$ cat config.mk
export PLATFORM = sky130hd
export DESIGN_NAME = xbar_rob_channel_flat
export DESIGN_NICKNAME = d
export VERILOG_FILES = /design/src/rtl/xbar_pkg.sv /design/src/rtl/xbar_rob_channel_if.sv /design/src/rtl/rob_storage.sv /design/src/rtl/xbar_rob_channel.sv /design/src/flat_wrapper.sv
export SDC_FILE = /design/constraint.sdc
export NUM_CORES = 2
export LEC_CHECK = 0
export BUFFER_PORTS_ARGS = -buffer_cell sky130_fd_sc_hd__buf_2
export CAP_MARGIN = 20
export CORE_MARGIN = 2
export CORE_UTILIZATION = 40
export DETAILED_ROUTE_END_ITERATION = 10
export GPL_ROUTABILITY_DRIVEN = 0
export PLACE_DENSITY = 0.58
export SYNTH_ARGS = -nofsm -noshare
export SYNTH_HDL_FRONTEND = slang
export SYNTH_HIERARCHICAL = 1
export SYNTH_SLANG_ARGS = --single-unit
$ cat constraint.sdc
create_clock -name clk_i -period 14.5 [get_ports clk_i]
set_input_delay 1.45 -clock clk_i [delete_from_list [all_inputs] [get_ports clk_i]]
set_output_delay 1.45 -clock clk_i [all_outputs]
set_load 0.005 [all_outputs]
$ cat src/rtl/xbar_pkg.sv
// xbar_pkg -- shared types and defaults for the crossbar reorder-buffer channel.
//   slot_state_e : per-slot lifecycle (FREE -> ALLOC -> FILLED -> FREE)
//   XBAR_NUM_CH  : default channel count
//   XBAR_DATA_W  : default payload width
//   clog2_min1   : ceil(log2(n)) clamped to at least 1 bit
package xbar_pkg;

  typedef enum logic [1:0] {
    SLOT_FREE   = 2'd0,
    SLOT_ALLOC  = 2'd1,
    SLOT_FILLED = 2'd2
  } slot_state_e;

  localparam int XBAR_NUM_CH = 4;
  localparam int XBAR_DATA_W = 128;

  function automatic int clog2_min1(input int n);
    return (n > 1) ? $clog2(n) : 1;
  endfunction

endpackage

$ cat src/rtl/xbar_rob_channel_if.sv
// xbar_rob_channel_if -- bundle of the bank-response, allocation and drain
// handshakes of one reorder-buffer channel.
//   bank_sc_xbar_*   : NUM_BANKS flattened response ports (bank b at [b*W +: W])
//   alloc_*          : slot allocation handshake, returns tag in alloc_rob_num_o
//   out_*            : in-order drain handshake
//   err_o            : sticky protocol-error flag
// slave  = channel side, master = producer/consumer side.
interface xbar_rob_channel_if #(
  parameter int NUM_BANKS = 4,
  parameter int CH_W      = 2,
  parameter int PTR_W     = 3,
  parameter int DATA_W    = 128
) ();

  logic [NUM_BANKS-1:0]        bank_sc_xbar_valid_i;
  logic [NUM_BANKS-1:0]        bank_sc_xbar_allowIn_o;
  logic [NUM_BANKS*CH_W-1:0]   bank_sc_xbar_ch_id_i;
  logic [NUM_BANKS*PTR_W-1:0]  bank_sc_xbar_rob_num_i;
  logic [NUM_BANKS*DATA_W-1:0] bank_sc_xbar_data_i;

  logic                        alloc_valid_i;
  logic                        alloc_ready_o;
  logic [PTR_W-1:0]            alloc_rob_num_o;

  logic                        out_valid_o;
  logic                        out_ready_i;
  logic [DATA_W-1:0]           out_data_o;
  logic [PTR_W-1:0]            out_rob_num_o;

  logic                        err_o;

  modport slave (
    input  bank_sc_xbar_valid_i, bank_sc_xbar_ch_id_i, bank_sc_xbar_rob_num_i,
           bank_sc_xbar_data_i, alloc_valid_i, out_ready_i,
    output bank_sc_xbar_allowIn_o, alloc_ready_o, alloc_rob_num_o,
           out_valid_o, out_data_o, out_rob_num_o, err_o
  );

  modport master (
    output bank_sc_xbar_valid_i, bank_sc_xbar_ch_id_i, bank_sc_xbar_rob_num_i,
           bank_sc_xbar_data_i, alloc_valid_i, out_ready_i,
    input  bank_sc_xbar_allowIn_o, alloc_ready_o, alloc_rob_num_o,
           out_valid_o, out_data_o, out_rob_num_o, err_o
  );

endinterface

$ cat src/rtl/rob_storage.sv
// rob_storage -- ROB_DEPTH x DATA_W payload array.
//   clk_i   : clock
//   we_i    : per-bank write enable (already filtered to legal, unique slots)
//   waddr_i : per-bank slot index
//   wdata_i : per-bank payload
//   raddr_i : asynchronous read address (drain head)
//   rdata_o : payload at raddr_i
// No reset: contents are only observed once a slot has been FILLED.
module rob_storage #(
  parameter int NUM_BANKS = 4,
  parameter int ROB_DEPTH = 8,
  parameter int DATA_W    = 128,
  localparam int PTR_W    = $clog2(ROB_DEPTH)
) (
  input  logic                                clk_i,
  input  logic [NUM_BANKS-1:0]                we_i,
  input  logic [NUM_BANKS-1:0][PTR_W-1:0]     waddr_i,
  input  logic [NUM_BANKS-1:0][DATA_W-1:0]    wdata_i,
  input  logic [PTR_W-1:0]                    raddr_i,
  output logic [DATA_W-1:0]                   rdata_o
);

  logic [DATA_W-1:0] mem_q [ROB_DEPTH];

  // Enables are unique per slot upstream; descending order keeps the lowest
  // bank as the final writer should that ever not hold.
  always_ff @(posedge clk_i) begin
    for (int b = NUM_BANKS - 1; b >= 0; b--) begin
      if (we_i[b]) mem_q[waddr_i[b]] <= wdata_i[b];
    end
  end

  assign rdata_o = mem_q[raddr_i];

endmodule

$ cat src/rtl/xbar_rob_channel.sv
// xbar_rob_channel -- per-channel reorder buffer behind a bank crossbar.
//   clk_i  : clock, all state on rising edge
//   rst_i  : synchronous active-high reset
//   bus_if : xbar_rob_channel_if.slave
//     bank_sc_xbar_* : bank responses; only those tagged with CHANNEL_ID land here
//     alloc_*        : hands out slot tags in order, ready while not full
//     out_*          : releases filled slots strictly in allocation order
//     err_o          : sticky; set by writes to non-ALLOC slots or slot collisions
module xbar_rob_channel
  import xbar_pkg::*;
#(
  parameter int CHANNEL_ID = 0,
  parameter int NUM_BANKS  = 4,
  parameter int NUM_CH     = XBAR_NUM_CH,
  parameter int ROB_DEPTH  = 8,
  parameter int DATA_W     = XBAR_DATA_W
) (
  input  logic             clk_i,
  input  logic             rst_i,
  xbar_rob_channel_if.slave bus_if
);

  localparam int CH_W  = clog2_min1(NUM_CH);
  localparam int PTR_W = $clog2(ROB_DEPTH);
  localparam logic [CH_W-1:0]  MY_CH   = CH_W'(CHANNEL_ID);
  localparam logic [PTR_W:0]   DEPTH_C = (PTR_W + 1)'(ROB_DEPTH);

  // bank views of the flattened ports
  logic [NUM_BANKS-1:0][CH_W-1:0]   bk_ch;
  logic [NUM_BANKS-1:0][PTR_W-1:0]  bk_rob;
  logic [NUM_BANKS-1:0][DATA_W-1:0] bk_data;

  assign bk_ch   = bus_if.bank_sc_xbar_ch_id_i;
  assign bk_rob  = bus_if.bank_sc_xbar_rob_num_i;
  assign bk_data = bus_if.bank_sc_xbar_data_i;

  slot_state_e      slot_q [ROB_DEPTH];
  slot_state_e      slot_d [ROB_DEPTH];
  logic [PTR_W-1:0] head_q, head_d;
  logic [PTR_W-1:0] tail_q, tail_d;
  logic [PTR_W:0]   count_q, count_d;
  logic             err_q, err_d;

  logic [NUM_BANKS-1:0] we_raw;   // addressed to this channel
  logic [NUM_BANKS-1:0] dup;      // a lower bank hits the same slot this cycle
  logic [NUM_BANKS-1:0] wr_ok;    // accepted writes
  logic                 wr_err;

  logic alloc_ready, alloc_fire;
  logic out_valid, drain_fire;
  logic [DATA_W-1:0] rd_data;

  // writes arriving during reset are discarded
  always_comb begin
    we_raw = '0;
    for (int b = 0; b < NUM_BANKS; b++)
      we_raw[b] = bus_if.bank_sc_xbar_valid_i[b] && (bk_ch[b] == MY_CH) && !rst_i;
  end

  always_comb begin
    dup = '0;
    for (int b = 1; b < NUM_BANKS; b++)
      for (int c = 0; c < b; c++)
        if (we_raw[b] && we_raw[c] && (bk_rob[c] == bk_rob[b])) dup[b] = 1'b1;
  end

  // A slot allocated this same edge is still FREE in slot_q, so it is
  // rejected here without a dedicated check.
  always_comb begin
    wr_ok  = '0;
    wr_err = 1'b0;
    for (int b = 0; b < NUM_BANKS; b++) begin
      if (we_raw[b]) begin
        if (!dup[b] && (slot_q[bk_rob[b]] == SLOT_ALLOC)) wr_ok[b] = 1'b1;
        else                                              wr_err   = 1'b1;
      end
    end
  end

  // Gated by registered count only: a same-cycle drain never opens a slot.
  assign alloc_ready = (count_q < DEPTH_C);
  assign alloc_fire  = bus_if.alloc_valid_i && alloc_ready;
  assign out_valid   = (slot_q[head_q] == SLOT_FILLED);
  assign drain_fire  = out_valid && bus_if.out_ready_i;

  // Drain (head FILLED), alloc (tail FREE) and writes (ALLOC) touch slots in
  // disjoint states, so their updates never collide.
  always_comb begin
    for (int i = 0; i < ROB_DEPTH; i++) slot_d[i] = slot_q[i];
    for (int b = 0; b < NUM_BANKS; b++)
      if (wr_ok[b]) slot_d[bk_rob[b]] = SLOT_FILLED;
    if (drain_fire) slot_d[head_q] = SLOT_FREE;
    if (alloc_fire) slot_d[tail_q] = SLOT_ALLOC;
  end

  always_comb begin
    head_d  = drain_fire ? PTR_W'(head_q + 1'b1) : head_q;
    tail_d  = alloc_fire ? PTR_W'(tail_q + 1'b1) : tail_q;
    count_d = count_q;
    case ({alloc_fire, drain_fire})
      2'b10:   count_d = count_q + 1'b1;
      2'b01:   count_d = count_q - 1'b1;
      default: count_d = count_q;
    endcase
    err_d = err_q | wr_err;
  end

  always_ff @(posedge clk_i) begin
    if (rst_i) begin
      head_q  <= '0;
      tail_q  <= '0;
      count_q <= '0;
      err_q   <= 1'b0;
      for (int i = 0; i < ROB_DEPTH; i++) slot_q[i] <= SLOT_FREE;
    end else begin
      head_q  <= head_d;
      tail_q  <= tail_d;
      count_q <= count_d;
      err_q   <= err_d;
      for (int i = 0; i < ROB_DEPTH; i++) slot_q[i] <= slot_d[i];
    end
  end

  rob_storage #(
    .NUM_BANKS (NUM_BANKS),
    .ROB_DEPTH (ROB_DEPTH),
    .DATA_W    (DATA_W)
  ) u_storage (
    .clk_i   (clk_i),
    .we_i    (wr_ok),
    .waddr_i (bk_rob),
    .wdata_i (bk_data),
    .raddr_i (head_q),
    .rdata_o (rd_data)
  );

  assign bus_if.bank_sc_xbar_allowIn_o = {NUM_BANKS{~rst_i}};
  assign bus_if.alloc_ready_o          = alloc_ready;
  assign bus_if.alloc_rob_num_o        = tail_q;
  assign bus_if.out_valid_o            = out_valid;
  assign bus_if.out_data_o             = rd_data;
  assign bus_if.out_rob_num_o          = head_q;
  assign bus_if.err_o                  = err_q;

endmodule

$ cat src/flat_wrapper.sv
// flat-port wrapper written by rule: the top's interface ports become plain ports
module xbar_rob_channel_flat import xbar_pkg::*;
#(
  parameter int CHANNEL_ID = 0,
  parameter int NUM_BANKS  = 4,
  parameter int NUM_CH     = XBAR_NUM_CH,
  parameter int ROB_DEPTH  = 8,
  parameter int DATA_W     = XBAR_DATA_W
)
  (clk_i, rst_i, bus_if_bank_sc_xbar_valid_i, bus_if_bank_sc_xbar_ch_id_i, bus_if_bank_sc_xbar_rob_num_i, bus_if_bank_sc_xbar_data_i, bus_if_alloc_valid_i, bus_if_out_ready_i, bus_if_bank_sc_xbar_allowIn_o, bus_if_alloc_ready_o, bus_if_alloc_rob_num_o, bus_if_out_valid_o, bus_if_out_data_o, bus_if_out_rob_num_o, bus_if_err_o);
  xbar_rob_channel_if #(.NUM_BANKS(NUM_BANKS), .CH_W((2)), .PTR_W((3)), .DATA_W(DATA_W)) bus_if_i ();
  input  logic clk_i;
  input  logic rst_i;
  input wire logic [$bits(bus_if_i.bank_sc_xbar_valid_i)-1:0] bus_if_bank_sc_xbar_valid_i;
  input wire logic [$bits(bus_if_i.bank_sc_xbar_ch_id_i)-1:0] bus_if_bank_sc_xbar_ch_id_i;
  input wire logic [$bits(bus_if_i.bank_sc_xbar_rob_num_i)-1:0] bus_if_bank_sc_xbar_rob_num_i;
  input wire logic [$bits(bus_if_i.bank_sc_xbar_data_i)-1:0] bus_if_bank_sc_xbar_data_i;
  input wire logic [$bits(bus_if_i.alloc_valid_i)-1:0] bus_if_alloc_valid_i;
  input wire logic [$bits(bus_if_i.out_ready_i)-1:0] bus_if_out_ready_i;
  output wire logic [$bits(bus_if_i.bank_sc_xbar_allowIn_o)-1:0] bus_if_bank_sc_xbar_allowIn_o;
  output wire logic [$bits(bus_if_i.alloc_ready_o)-1:0] bus_if_alloc_ready_o;
  output wire logic [$bits(bus_if_i.alloc_rob_num_o)-1:0] bus_if_alloc_rob_num_o;
  output wire logic [$bits(bus_if_i.out_valid_o)-1:0] bus_if_out_valid_o;
  output wire logic [$bits(bus_if_i.out_data_o)-1:0] bus_if_out_data_o;
  output wire logic [$bits(bus_if_i.out_rob_num_o)-1:0] bus_if_out_rob_num_o;
  output wire logic [$bits(bus_if_i.err_o)-1:0] bus_if_err_o;
  assign bus_if_i.bank_sc_xbar_valid_i = bus_if_bank_sc_xbar_valid_i;
  assign bus_if_i.bank_sc_xbar_ch_id_i = bus_if_bank_sc_xbar_ch_id_i;
  assign bus_if_i.bank_sc_xbar_rob_num_i = bus_if_bank_sc_xbar_rob_num_i;
  assign bus_if_i.bank_sc_xbar_data_i = bus_if_bank_sc_xbar_data_i;
  assign bus_if_i.alloc_valid_i = bus_if_alloc_valid_i;
  assign bus_if_i.out_ready_i = bus_if_out_ready_i;
  assign bus_if_bank_sc_xbar_allowIn_o = bus_if_i.bank_sc_xbar_allowIn_o;
  assign bus_if_alloc_ready_o = bus_if_i.alloc_ready_o;
  assign bus_if_alloc_rob_num_o = bus_if_i.alloc_rob_num_o;
  assign bus_if_out_valid_o = bus_if_i.out_valid_o;
  assign bus_if_out_data_o = bus_if_i.out_data_o;
  assign bus_if_out_rob_num_o = bus_if_i.out_rob_num_o;
  assign bus_if_err_o = bus_if_i.err_o;
  xbar_rob_channel #(.CHANNEL_ID(CHANNEL_ID), .NUM_BANKS(NUM_BANKS), .NUM_CH(NUM_CH), .ROB_DEPTH(ROB_DEPTH), .DATA_W(DATA_W)) u_core (.clk_i(clk_i), .rst_i(rst_i), .bus_if(bus_if_i));
endmodule
; Yosys cells after proc, flatten, opt, wreduce, memory -nomap -nowiden
; Memory sizes are Yosys's and may differ from the RTL's. A register that Yosys moved wholly into a read port is not among the register bits.
; Index checks and enable logic that the tools add are counted.
[totals]
ramBits = 1040
memories = 2
out_inout_bits = 141
elab_cells = 173
regBits = 11
[op_classes]
n_reduce_logical = 40
eq_ne = 13
n_lt_le_gt_ge = 13
bitwise = 33
mux = 64
n_addsub = 4
[mem_list]
columns = memory, words, word_bits, read_ports, rd_clocked_by_memory_dff, wr, line_no
row1 = u_core.u_storage.mem_q, 8, 128, 1, 1, 4, rob_storage.sv:23  ; logic [DATA_W-1:0] mem_q [ROB_DEPTH];
row2 = u_core.slot_q, 8, 2, 13, 1, 8, xbar_rob_channel.sv:37  ; slot_state_e slot_q [ROB_DEPTH];
[op_table]
columns = op, n
row1 = 16-bit two-way mux, 6
row2 = 8-bit AND, 5
row3 = 8-bit NOT, 5
row4 = 8-bit bitwise OR, 5
row5 = 2-bit demux with 3-bit select, 6
row6 = 1-bit two-way mux, 33
row7 = 1-bit logical AND, 31
row8 = 2-bit two-way mux, 14
row9 = "4-bit >= comparator, second input constant", 6
row10 = "4-bit by 1-bit < comparator with 1-bit output, second input constant", 6
row11 = 3-bit NOT with 4-bit output, 6
row12 = 3-bit equality test, 6
row13 = 16-bit AND, 1
row14 = 16-bit NOT, 1
row15 = 3-bit two-way mux, 4
row16 = "2-bit by 1-bit equality test with 1-bit output, second input constant", 5
row17 = 1-bit bitwise OR, 9
row18 = 2-bit zero test, 4
row19 = 4-bit one-hot mux with 2 select lines, 1
row20 = "3-bit by 1-bit adder with 3-bit output, second input constant", 2
row21 = "4-bit by 1-bit adder with 4-bit output, second input constant", 1
row22 = "2-bit equality test, second input constant", 2
row23 = 1-bit zero test, 4
row24 = "4-bit < comparator, second input constant", 1
row25 = other kinds (3), 3

; Longest topological paths before layout
[depth]
depth_word = 20
depth_mapped = 13
depth_no_buf = 10

; Cells and area by module
; The synthesis kept the hierarchy.
[modules_own_cells]
columns = mod, cells_each, area_each_um2, instances
row1 = rob_storage, 6718, 71088.2, 1
row2 = xbar_rob_channel, 358, 2975.4, 1

; Worst setup path after synthesis
; Ideal clock, no wire load.
[synth_path]
kind = input to register
start = input port bus_if_bank_sc_xbar_rob_num_i[2]
end = memory u_core.u_storage.mem_q[6][0], enable pin
setup_ns = 1.435
n_path_buf = 4
path_stages = 12
path_slack_ns = 6.553
arrival_ns = 6.512
cell_sequence = buf_2 > mux2_2 > a22oi_1 > o211ai_1 > nand2_1 > inv_1 > clkbuf_2 > nand4b_1 > and2_1 > clkbuf_1 > clkbuf_1 > nand3_1
[synth_lines]
columns = element, line_no
row1 = "start, declared", flat_wrapper.sv:16  ; input wire logic [$bits(bus_if_i.bank_sc_xbar_rob_num_i)-1:0] bus_if_bank_sc_xbar_rob_num_i;
row2 = "end, declared", rob_storage.sv:23

==> results by group <==
Power
  • PD cells: 88.5 nW/µm²
  • Worst vdd ir: 0.0937 mV
  • Leak: 28.4 nW

Critical path
  • CP arrival: 7.42 ns
  • Worst setup EP type: flop
  • CP cell instances: buf_2 -> nor2_1 -> a221o_1 -> a221oi_4 -> nand3_1 -> inv_1 -> nand4bb_4 -> and2_4 -> nand2_4 -> buf_4 -> buf_4
  • Critical path's slowest cell: buf_4
  • WS Path Type: in2reg
  • CP endpoint: u_core/u_storage/mem_q[4][90]
  • CP max stage delay: 0.88 ns
  • Reg2reg start: u_core/slot_q[6][0]
  • Reg2Reg Capture Point: u_core/u_storage/mem_q[4][90]
  • WP data required: 14.90 ns
  • Critical Path Start Type: primary input
  • R2R depth: 10
  • Max Fanout on Critical Path: 49
  • Worst Setup SP: bus_if_bank_sc_xbar_rob_num_i[3]
  • Most frequent CP cell: buf_4
  • R2R setup slack: 8.28 ns

Floorplan
  • Core footprint: 183000 µm²
  • Die area: 189000 µm²
  • I/O pin total: 681
  • Die Wd: 434 µm
  • Placement Rows: 157
  • Initial Util: 40.4%
  • Die height: 434 µm

Global route
  • Tot GR Track Use: 34.7%
  • Pin count of the biggest net entering global routing: 129
  • First-pass GRT wire length: 475000 µm
  • Number of global-route vias before repair: 64271
  • GRT Residual Overflow: 0
  • Initial antenna violation count: 171

Yosys
  • Syn Inst Count: 7076
  • Post-synthesis sequential area ratio: 42.3%
  • Commonest cells post-synth: 1052 x nor2_1, 1032 x mux2i_1, 1031 x nor3_1, 1024 x edfxtp_1, 824 x a211oi_1
  • Synth area leaders: edfxtp_1 42%, mux2i_1 14%, a211oi_1 8.4%
  • Yosys reg bits: 1054
  • Most frequent cell after synthesis: nor2_1
  • Post-synth top area share: 41.5%
  • Yosys warns: 6
  • Leading area contributor after synthesis: edfxtp_1
  • Ys flop type: edfxtp_1
  • Synth Cell Area: 74100 µm²
  • Synth cell types: 82
  • Syn Nets: 7622
  • Async SR Flop Fraction: 0%
  • Mean post-synth cell area: 10.5 µm²
  • EDFF count, synth: 1024

CTS
  • CTS-repair resized insts: 0
  • Clock Sinks: 1054
  • Cts bufs inserted: 132
  • Post-CTS Setup Bufs: 0
  • CTS max path bufs: 3
  • CTS Root Cell: clkbuf_16
  • Clk slew on worst S/H paths: 0.05 ns
  • Htree depth: 4
  • Clk_lat worst skew: 0.79 ns
  • CTS tree: yes
  • CTS Hold Bufs: 0

Flow run
  • Max Cap Violations: 0

Timing
  • Final setup vio count: 0
  • Final setup margin: 7.48 ns
  • Fin crit period: 7.02 ns
  • Final worst path period share: 48.4%
  • Setup TNS: 0 ns
  • Max-slew violations: 0
  • Slew @ Worst Pin: 1.32 ns
  • Slew HR: 11.9%
  • RSZ-0062 raised after global routing: no
  • Upper clock frequency limit: 142 MHz
  • Final Hold Viols: 0
  • Max Clock Skew: 0.0232 ns

Outcome
  • Status: completed

Detailed routing
  • Vias per cell: 6.91
  • Routed via count: 65713
  • DRC Markers: 0
  • DR pass1 iterations: 6
  • DRT antenna net count: 0
  • Routed wire per std cell: 35.6 µm
  • DRT iter0 DRCs: 9460
  • Drt total wl: 338000 µm

Placed design
  • Post-DP HPWL: 190000 µm
  • Post-place setup slack: 6.87 ns
  • # port buffers: 680

Final layout
  • Share of layout cells above drive strength 1: 23.5%
  • Storage cell area: 31400 µm²
  • Multi-input gate area: 38000 µm²
  • Layout fillers: 17074
  • Syn-to-layout area delta: 9.88%
  • Final nets: 7380

Worst hold path
  • Worst hold path type: reg2reg
## power breakdown
part / switching [W] / leakage [nW] / internal (W) / total, W
Clock: 0.00141 / 1.99 / 0.00186 / 0.00327
Combinational: 0.000354 / 17.0 / 0.000221 / 0.000575
Sequential: 0.00000658 / 9.45 / 0.00335 / 0.00336
Total: 0.00177 / 28.4 / 0.00543 / 0.00720
## final cells by class
| type | count | share of cell area (%) |
|---|---|---|
| multi-input cells | 4825 | 46.7 |
| flip-flops and latches | 1054 | 38.5 |
| repair buffers | 802 | 5.51 |
| clock buffers | 167 | 4.28 |
| well taps | 2464 | 3.79 |
| clock inverters | 63 | 0.724 |
| diodes | 120 | 0.369 |
| inverters | 19 | 0.0876 |
## per-stage QoR
step | instances | hold WS (ns) | power [W] | area [µm²] | utilization [%]
finish | 9514 | 0.502 | 0.00720 | 81400 | 44.4
global route | 9495 | 0.525 | 0.00735 | 81300 | 44.3
CTS | 9394 | 0.507 | 0.00720 | 81100 | 44.2
detailed placement | 9164 | 0.492 | 0.00398 | 77000 | 42.0
global placement | 9164 | 0.477 | 0.00397 | 77000 | 42.0
floorplan | 7076 | 0.465 | 0.00381 | 74100 | -
## kinds of logic after synthesis
kind of cell / synth area share (%)
adder cells (fa/ha/maj): 0.111
multiplexers: 24.0
flip-flops: 42.3
AO/OA/AOI/OAI: 12.7
buffers and inverters: 6.66
AND/OR/NAND/NOR: 13.9
XOR/XNOR: 0.284
## sequential cells by signal, indices dropped and copies added, names as in the netlist, named ones only
name                           count
u_core/bus_if.alloc_rob_num_o      3
u_core/bus_if.err_o                1
u_core/bus_if.out_rob_num_o        3
u_core/count_q                     4
u_core/slot_q                     16
u_core/u_storage/mem_q          1024
## worst min path at each step
stage,to,slack [ns],from,cells past startpoint
global route,u_core/count_q[2],0.53,u_core/count_q[2],2
finish,u_core/count_q[2],0.50,u_core/count_q[2],2
global placement,u_core/count_q[2],0.48,u_core/count_q[2],2
CTS,u_core/count_q[2],0.51,u_core/count_q[2],2
detailed placement,u_core/count_q[2],0.49,u_core/count_q[2],2
floorplan,u_core/count_q[2],0.47,u_core/count_q[2],2
## layout by cell type (no fill, tap or decap), types with 6 or more instances in the layout
master,n
inv_1,19
nand3b_1,7
nand4b_1,11
nor2_1,1052
bufinv_16,9
a21oi_1,16
nand3_1,15
edfxtp_1,1024
diode_2,120
mux2i_1,1032
nor2b_1,9
and4bb_4,6
inv_6,6
nand4_1,19
a211oi_2,202
and2_4,8
o22ai_1,7
mux2_2,133
dfxtp_1,27
mux4_2,264
xnor2_1,15
nor3_1,1031
buf_4,109
and3_1,6
buf_2,680
a211oi_1,824
clkbuf_16,134
nand2b_1,18
clkbuf_1,32
buf_12,13
clkinv_1,26
clkinv_2,16
xor2_1,9
a31oi_1,6
nand2_1,27
## critical path: cells and delay by family
family	cells	cell delay, ns
and+or+nand+nor	5	2.57
AOI/OAI and AO/OA	2	0.76
buffers and inverters	4	2.46
## routing by layer
metal  up-vias  global-route usage [%]  part of all wire, %
met4        54                    25.3                  7.2
met1     32635                    43.1                   36
met3      1257                    7.50                   11
met5         -                       0                0.092
li1      26429                       -                    -
met2      5338                    53.3                   45
(Power assumes the default switching activity.)
